[config.mk]
export PLATFORM = sky130hd
export DESIGN_NAME = regs_test_driver
export DESIGN_NICKNAME = d
export VERILOG_FILES = /design/src/rtl/regs_test_driver_pkg.sv /design/src/rtl/regs_pattern_gen.sv /design/src/rtl/regs_test_driver.sv
export SDC_FILE = /design/constraint.sdc
export NUM_CORES = 1
export LEC_CHECK = 0
export ABC_CLOCK_PERIOD_IN_PS = 3400
export CAP_MARGIN = 30
export CORE_ASPECT_RATIO = 1.5
export CORE_MARGIN = 2
export CORE_UTILIZATION = 30
export CTS_CLUSTER_SIZE = 10
export DETAILED_ROUTE_END_ITERATION = 8
export SLEW_MARGIN = 20
export SYNTH_ARGS = -nofsm -noshare
export SYNTH_HDL_FRONTEND = slang
export SYNTH_SLANG_ARGS = --single-unit
[constraint.sdc]
create_clock -name CLK -period 3.4 [get_ports CLK]
set_input_delay 0.51 -clock CLK [delete_from_list [all_inputs] [get_ports CLK]]
set_output_delay 0.51 -clock CLK [all_outputs]
set_load 0.05 [all_outputs]
[src/rtl/regs_test_driver_pkg.sv]
// regs_test_driver_pkg: shared FSM encoding, pattern defaults and the pattern function
// used by the register-file self-test driver.
package regs_test_driver_pkg;
   typedef enum logic [1:0] {IDLE, WRITE, READ, DONE} state_t;
   localparam logic [31:0] PAT_SEED_DEF = 32'h0000_000F;
   localparam logic [31:0] PAT_STEP_DEF = 32'h0101_0101;
   function automatic logic [31:0] pat(input logic [31:0] seed, input logic [31:0] step,
                                       input logic [31:0] idx);
      return seed + idx * step;
   endfunction
endpackage

[src/rtl/regs_pattern_gen.sv]
// regs_pattern_gen: combinational test pattern for one register address.
module regs_pattern_gen
   import regs_test_driver_pkg::*;
#(
   parameter int ADDR_W = 5,
   parameter int DATA_W = 32,
   parameter logic [DATA_W-1:0] PAT_SEED = DATA_W'(PAT_SEED_DEF),
   parameter logic [DATA_W-1:0] PAT_STEP = DATA_W'(PAT_STEP_DEF)
) (
   input  logic [ADDR_W-1:0] addr_i,
   output logic [DATA_W-1:0] pat_o
);
   assign pat_o = DATA_W'(pat(32'(PAT_SEED), 32'(PAT_STEP), 32'(addr_i)));
endmodule

[src/rtl/regs_test_driver.sv]
// regs_test_driver: writes a pattern into every register, reads it back on two ports,
// latches the first mismatch and shows status on the LEDs.
module regs_test_driver
   import regs_test_driver_pkg::*;
#(
   parameter int NUM_REGS = 32,
   parameter int ADDR_W = 5,
   parameter int DATA_W = 32,
   parameter logic [DATA_W-1:0] PAT_SEED = DATA_W'(PAT_SEED_DEF),
   parameter logic [DATA_W-1:0] PAT_STEP = DATA_W'(PAT_STEP_DEF)
) (
   input  logic              CLK,
   input  logic              Reset,
   input  logic              Start,
   input  logic [1:0]        MUX,
   output logic              Write_Reg,
   output logic [ADDR_W-1:0] W_Addr,
   output logic [DATA_W-1:0] W_Data,
   output logic [ADDR_W-1:0] R_Addr_A,
   output logic [ADDR_W-1:0] R_Addr_B,
   input  logic [DATA_W-1:0] R_Data_A,
   input  logic [DATA_W-1:0] R_Data_B,
   output logic              Busy,
   output logic              Done,
   output logic              Err,
   output logic [ADDR_W-1:0] Err_Addr,
   output logic [7:0]        LED
);
   localparam logic [ADDR_W-1:0] LAST = ADDR_W'(NUM_REGS - 1);

   state_t state_q, state_d;
   logic [ADDR_W-1:0] cnt_q, cnt_d, w_addr_q, w_addr_d, ra_q, ra_d, rb_q, rb_d, err_addr_q, err_addr_d;
   logic [DATA_W-1:0] w_data_q, w_data_d, pat_w, pat_a, pat_b;
   logic wr_q, wr_d, busy_q, busy_d, done_q, done_d, err_q, err_d;
   logic [7:0] led_q, led_d;
   logic start_run, wr_last, rd_last, chk, mis_a, mis_b;

   regs_pattern_gen #(.ADDR_W(ADDR_W), .DATA_W(DATA_W), .PAT_SEED(PAT_SEED), .PAT_STEP(PAT_STEP))
      u_pat_w (.addr_i(w_addr_d), .pat_o(pat_w));
   regs_pattern_gen #(.ADDR_W(ADDR_W), .DATA_W(DATA_W), .PAT_SEED(PAT_SEED), .PAT_STEP(PAT_STEP))
      u_pat_a (.addr_i(ra_q), .pat_o(pat_a));
   regs_pattern_gen #(.ADDR_W(ADDR_W), .DATA_W(DATA_W), .PAT_SEED(PAT_SEED), .PAT_STEP(PAT_STEP))
      u_pat_b (.addr_i(rb_q), .pat_o(pat_b));

   always_ff @(posedge CLK or negedge Reset) begin
      if (!Reset) begin
         state_q    <= IDLE;
         cnt_q      <= '0;
         wr_q       <= 1'b0;
         w_addr_q   <= '0;
         w_data_q   <= '0;
         ra_q       <= '0;
         rb_q       <= '0;
         busy_q     <= 1'b0;
         done_q     <= 1'b0;
         err_q      <= 1'b0;
         err_addr_q <= '0;
         led_q      <= '0;
      end else begin
         state_q    <= state_d;
         cnt_q      <= cnt_d;
         wr_q       <= wr_d;
         w_addr_q   <= w_addr_d;
         w_data_q   <= w_data_d;
         ra_q       <= ra_d;
         rb_q       <= rb_d;
         busy_q     <= busy_d;
         done_q     <= done_d;
         err_q      <= err_d;
         err_addr_q <= err_addr_d;
         led_q      <= led_d;
      end
   end

   always_comb begin
      state_d = state_q;
      unique case (state_q)
         IDLE, DONE: if (Start) state_d = WRITE;
         WRITE:      if (cnt_q == LAST) state_d = READ;
         READ:       if (cnt_q == LAST) state_d = DONE;
      endcase
   end

   // In READ, cnt_q tracks R_Addr_A so one comparator ends both phases.
   always_comb begin
      start_run  = (state_q == IDLE || state_q == DONE) && Start;
      wr_last    = state_q == WRITE && cnt_q == LAST;
      rd_last    = state_q == READ && cnt_q == LAST;
      cnt_d      = (start_run || wr_last || rd_last) ? '0 : busy_q ? cnt_q + 1'b1 : cnt_q;
      wr_d       = start_run || (state_q == WRITE && !wr_last);
      w_addr_d   = start_run ? '0 : wr_d ? cnt_q + 1'b1 : w_addr_q;
      w_data_d   = wr_d ? pat_w : w_data_q;
      ra_d       = wr_last ? '0 : (state_q == READ && !rd_last) ? ra_q + 1'b1 : ra_q;
      rb_d       = wr_last ? LAST : (state_q == READ && !rd_last) ? rb_q - 1'b1 : rb_q;
      chk        = state_q == READ && !err_q;
      mis_a      = R_Data_A != pat_a;
      mis_b      = R_Data_B != pat_b;
      err_d      = start_run ? 1'b0 : err_q || (chk && (mis_a || mis_b));
      err_addr_d = start_run ? '0 : (chk && mis_a) ? ra_q : (chk && mis_b) ? rb_q : err_addr_q;
      busy_d     = state_d == WRITE || state_d == READ;
      done_d     = state_d == DONE;
      led_d      = MUX == 2'b00 ? {done_q, err_q, 1'b0, err_addr_q[4:0]} :
                   MUX == 2'b01 ? {3'b000, cnt_q[4:0]} :
                   MUX == 2'b10 ? R_Data_A[7:0] : R_Data_A[15:8];
   end

   assign Write_Reg = wr_q;
   assign W_Addr    = w_addr_q;
   assign W_Data    = w_data_q;
   assign R_Addr_A  = ra_q;
   assign R_Addr_B  = rb_q;
   assign Busy      = busy_q;
   assign Done      = done_q;
   assign Err       = err_q;
   assign Err_Addr  = err_addr_q;
   assign LED       = led_q;
endmodule

* Yosys cells after proc, flatten, opt, wreduce, memory -nomap -nowiden
Cells that the tools add are included.
** Storage, ports and cells
- Input port bits :: 69
- Bits in read-only memories :: 0
- Bits in writable memories :: 0
- Memories kept :: 0
- Logic and storage cells :: 76
- Register bits after elaboration :: 71
- Bits in latches :: 0
** Operators by class
- Order comparisons :: 0
- Add/sub/neg operators :: 6
- Bitwise operators :: 0
- Shifts and indexed selects :: 0
- $mul :: 3
- Eq/ne operators :: 11
- Multiplexer cells :: 19
- Divide/modulo/power cells :: 0
- Reductions and logical operators :: 25
** Operators with widths (number)
- $add 4x30->31 const A :: 3
- $mul 5x25->30 const B :: 3
- $ne 32x32->1 :: 2
- $mux 5 :: 11
- $mux 8 :: 3
- $add 5x1->5 const B :: 2
- $eq 2x2->1 const B :: 5
- $logic_and 1x1->1 :: 9
- $logic_or 1x1->1 :: 7
- $eq 2x1->1 const B :: 3
- $mux 2 :: 3
- $pmux 2 s3 :: 1
- $eq 5x5->1 const B :: 1
- $sub 5x1->5 const B :: 1
- $logic_not 2->1 :: 2
- $reduce_bool 2->1 :: 2
- $logic_not 1->1 :: 3
- $reduce_bool 3->1 :: 1
- $reduce_or 2->1 :: 1
- $mux 1 :: 1

* Longest topological paths before layout
- Depth in word-level cells :: 9
- Mapped depth :: 16
- Gate-level depth less buffers :: 15

* By module
From an unflattened synthesis, not the netlist that was laid out.
** Second synthesis, totals
- Cell total of the unflattened synthesis :: 446
- Area total of the unflattened synthesis :: 4777.1 µm²
** Modules (own cells, without submodules)
- regs_test_driver :: instances 1, area each 3699.8 µm², cells each 314
- regs_pattern_gen :: instances 3, area each 359.1 µm², cells each 44

* Worst setup path before layout
Ideal clock, no wire load.
- Kind :: register to register
- Start :: register ra_q[2], in the netlist R_Addr_A[2]
- End :: register err_addr_q[0], in the netlist Err_Addr[0]
- Arrival time :: 3183 ps
- Buffers on the path :: 0
- Required time :: 3299 ps
- Path slack :: 116 ps
- Stages on the path, launching flop included :: 11
- Period minus slack after synthesis :: 3284 ps
- Path through :: dfrtp_1 inv_2 ha_1 ha_1 fa_1 xor2_1 nor4_1 nand3_1 nor4b_4 a41oi_1 o32ai_1
** On the way
- Cells in the longest elaborated chain, start to end :: 6
- Elaborated cells on any way between the ends :: 7
- Classes of those cells :: add/sub (1); mul (1); eq/ne (1); mux (2); reduce/logical (2)
** RTL lines
- from (decl) :: line regs_test_driver.sv:32 : logic [ADDR_W-1:0] cnt_q, cnt_d, w_addr_q, w_addr_d, ra_q, ra_d, rb_q, rb_d, err_addr_q, err_addr_d;
- from (signal assigned) :: line regs_test_driver.sv:65 : ra_q <= ra_d;
- $mul 5x25->30 (*) :: line regs_test_driver_pkg.sv:9 : return seed + idx * step;
- $add 4x30->31 (*) :: line regs_test_driver_pkg.sv:9
- $ne 32x32->1 (*) :: line regs_test_driver.sv:96 : mis_a = R_Data_A != pat_a;
- $logic_and 1x1->1 (*) :: line regs_test_driver.sv:99 : err_addr_d = start_run ? '0 : (chk && mis_a) ? ra_q : (chk && mis_b) ? rb_q : err_addr_q;
- $mux 5 (2 in a row) :: line regs_test_driver.sv:99
- to (signal assigned) :: line regs_test_driver.sv:70 : err_addr_q <= err_addr_d;
- to (decl) :: line regs_test_driver.sv:32
Mark *: on every way between the ends. The rest lies on a longest branch, timed or not.
A chain may end at the register's enable or synchronous reset.

* Worst setup path in the final report
- Start :: register ra_q[2], in the netlist R_Addr_A[2]
- End :: register err_addr_q[4], in the netlist Err_Addr[4]
Same word-level chain as after synthesis.

==> out/results.tsv <==
stage	metric	value	unit
outcome	run_status	complete, no violations	
synth	netlist_area	0.00367	mm²
finish	most-common-layout-cells	clkdlybuf4s50_1 (121), dfrtp_1 (51), ha_1 (33)	
worst_setup_path	worst_path_largest_cell_delay	500	ps
worst_setup_path	setup.worst_path.start_class	flip-flop	
power_and_ir_drop	power_leakage	2.22	nW
timing	rsz0062_at_grt	false	
detailed_routing	route.detailed.wl_per_inst	16.0	µm
synth	synthDistinctLibCells	53	
worst_setup_path	cp-end-kind	flip-flop	
global_route	overflow	0	
detailed_routing	violation_count_after_the_first_detailed_route_iteration	137	
synth	synth_seq_area_share	0.348	
timing	timing.final.max_slew_violations	0	
finish	postLayoutCoreUtil	0.433	
detailed_routing	avgViaCountPerCell	4.95	
global_route	grt_antenna_before_repair	0	
timing	setup_tns	0	ps
finish	antenna_cells	0	
clock_network	clock-root-buffer	clkbuf_16	
floorplan	floorplan.rows	49	
worst_setup_path	critical_path.cell_chain	inv_2 -> ha_1 -> ha_1 -> fa_1 -> xor2_1 -> nor4_1 -> nand3_1 -> nor4b_4 -> buf_4 -> mux2i_1 -> o32ai_1	
worst_setup_path	arrival_time_at_the_worst_endpoint	3290	ps
floorplan	die_area	0.0131	mm²
floorplan	die_width	94.3	µm
synth	synthesis.yosys.warnings	0	
synth	synth_cells	378	
global_route	via_count_of_the_first_global_routing_pass	3335	
detailed_routing	remaining_drc_errors	0	
clock_network	clock_latency	290	ps
synth	asyncSetResetFlopFracSynth	1.00	
placement	post_place_instance_area	0.00500	mm²
global_route	grt_usage	0.160	
detailed_routing	routed-via-count	3236	
power_and_ir_drop	netSwitchingPower	1.82	mW
finish	area.growth.synth_to_final	41.2	%
power_and_ir_drop	p_comb_frac	0.633	
finish	postLayoutCellArea	0.00518	mm²
flow_run	max_cap_violations	0	
power_and_ir_drop	maximum_ir_drop_on_the_vdd_rail	0.374	mV
worst_setup_path	critical_path.slowest_cell	dfrtp_1	
timing	min_period_over_period	0.924	
floorplan	top_level_ports	133	
finish	layout_cell_share_with_drive_strength_beyond_1	0.0778	
timing	relSlewSlack	0.461	
clock_network	max-clock-path-buffers	2	
clock_network	cts_tree	done	
synth	synth-seq-cells	51	
timing	transition_at_the_pin_with_the_smallest_max_transition_slack	805	ps
floorplan	core	0.0120	mm²
placement	finalWeightedCongestion	0.914	
synth	synth_edf_count	0	
finish	layout_commonest_cell	clkdlybuf4s50_1	
clock_network	ctsHoldBuffers	0	
detailed_routing	detailedRoute.firstPassIterationCount	4	
worst_setup_path	worst-path-max-fanout	9	
worst_setup_path	crit_top_cell	ha_1	
hold_path	path_type_of_the_worst_min_delay_path	in2async	
placement	place_hpwl	8.46	mm
global_route	grt_max_degree	43	
clock_network	clk_pin_slew_worst_paths	70	ps
worst_setup_path	timing.critical_path.required	3550	ps
timing	finalSetupViolations	0	
timing	max_clock_skew	6.46	ps
detailed_routing	ant_nets	0	
power_and_ir_drop	switching_part_of_the_total_power	0.477	
power_and_ir_drop	power.clock.fraction	0.134	
placement	portBuffers	122	
clock_network	cts_made_buffers	5	
timing	timing.fmax	318	MHz
timing	period_minus_slack	3140	ps
finish	layout.nets	605	
global_route	grt_pass1_wl	16.7	mm
power_and_ir_drop	cell_internal_power_dissipation	1.99	mW
floorplan	initial_util	0.307	
synth	syn-mean-instance-area	9.70	µm²
clock_network	cts.sink_count	51	
clock_network	post-cts-setup-buffers	0	
timing	timing.final.hold_violations	0	
power_and_ir_drop	seq_power_share	0.233	
detailed_routing	finalWirelength	10.5	mm
synth	synth_top_flop_cell	dfrtp_1	
clock_network	cts-htree-levels	2	
power_and_ir_drop	report.power.total	3.80	mW
floorplan	chipHeight	139	µm
power_and_ir_drop	powerDensity	735	mW/mm²
worst_setup_path	crit_type	reg2reg	
==> metrics by stage <==
stage / cells / setup slack [ps] / hold WS (ps)
3_3_place_gp: 645 / 292 / 468
2_1_floorplan: 387 / 116 / 214
5_1_grt: 654 / 50.4 / 132
4_1_cts: 653 / 159 / 404
6_report: 654 / 260 / 121
3_5_place_dp: 645 / 206 / 475
==> kinds of logic after synthesis <==
group / count (synthesis) / share of synthesized area
AOI/OAI and AO/OA: 64 / 0.115
xor gates and xnor gates: 33 / 0.0788
adders and majority gates: 36 / 0.129
buffers and inverters: 55 / 0.0809
DFF: 51 / 0.348
muxes: 20 / 0.0734
other: 1 / 0.00102
and+or+nand+nor: 118 / 0.174
==> worst max-delay path, delay by kind of cell, from the launching register on <==
| kind | cells | cell delay (ps) |
|---|---|---|
| flip-flops | 1 | 500 |
| multiplexers | 1 | 220 |
| buffers and inverters | 2 | 320 |
| adder cells (fa/ha/maj) | 3 | 980 |
| XOR/XNOR | 1 | 170 |
| AND/OR/NAND/NOR | 3 | 710 |
| AO/OA/AOI/OAI | 1 | 100 |
==> cells in the mapped netlist, types with 2 or more instances <==
cell / count / share of area
mux4_2: 5 / 0.031
xor2_1: 18 / 0.043
inv_1: 24 / 0.025
nand2b_1: 6 / 0.010
a21oi_1: 17 / 0.023
buf_4: 20 / 0.041
nor2_1: 23 / 0.024
and3_1: 5 / 0.0085
o21ai_1: 4 / 0.0055
a21o_1: 3 / 0.0061
o22ai_1: 4 / 0.0068
nand4_1: 9 / 0.015
o21ai_0: 12 / 0.016
nand4b_1: 2 / 0.0048
a22oi_1: 3 / 0.0061
o21bai_1: 2 / 0.0041
dfrtp_1: 51 / 0.35
clkbuf_1: 8 / 0.0082
fa_1: 3 / 0.016
a22o_1: 2 / 0.0048
nand3_1: 11 / 0.015
mux2_2: 5 / 0.015
o32ai_1: 5 / 0.012
or4_1: 6 / 0.012
nor4_1: 4 / 0.0068
xnor2_1: 15 / 0.036
o21a_1: 2 / 0.0041
buf_6: 2 / 0.0061
or3_1: 5 / 0.0085
nor2b_1: 5 / 0.0085
nand2_1: 29 / 0.030
mux2i_1: 10 / 0.027
nor3_1: 4 / 0.0055
ha_1: 33 / 0.11
or2_1: 2 / 0.0034
a211oi_1: 2 / 0.0041
==> final timing paths <==
check                       startpoint           to  slack (ps)  depth (start not counted)
max reg2reg                R_Addr_A[2]  Err_Addr[4]         260                         11
min in group CLK             W_Data[6]    W_Data[6]         490                          2
min reg2reg                  W_Data[6]    W_Data[6]         490                          2
max in group asynchronous        Reset  R_Addr_A[2]        2580                          3
max                        R_Addr_A[2]  Err_Addr[4]         260                         11
min                              Reset       LED[7]         120                          1
==> area by class of cell <==
class	instances	area, µm²
multi-input cells	281	2140
clock buffers	5	125
inverters	25	93.8
flip-flops and latches	51	1280
repair buffers	136	1330
well taps	153	191
fillers	1192	6780
clock inverters	3	20.0
==> timing repair <==
item / in CTS / in global routing
setup endpoints to repair: 0 / 4
resized for setup: 0 / 1
endpoints found under the hold margin: 0 / 0
==> per-layer routing <==
| layer | track usage | share of wire |
|---|---|---|
| met2 | 0.302 | 0.55 |
| met3 | 0.0244 | 0.055 |
| met1 | 0.179 | 0.38 |
| met5 | 0 | 0 |
| met4 | 0.0503 | 0.020 |
==> sequential cells by signal, indices dropped and copies added, names as in the netlist, 2 cells and up <==
signal,cells
Err_Addr,5
LED,8
R_Addr_A,5
R_Addr_B,5
W_Addr,5
W_Data,12
cnt_q,5
state_q,2
==> power groups by stage <==
| stage | clock, mW | combinational, mW | sequential (mW) |
|---|---|---|---|
| after floorplan | 0 | 1.24 | 1.34 |
| after global placement | 0 | 2.39 | 0.898 |
| after detailed placement | 0 | 2.42 | 0.902 |
| after CTS | 0.514 | 2.43 | 0.891 |
| after global routing | 0.540 | 2.63 | 0.913 |
| final | 0.510 | 2.41 | 0.886 |
Note: power is estimated with default switching activity, not from simulation.
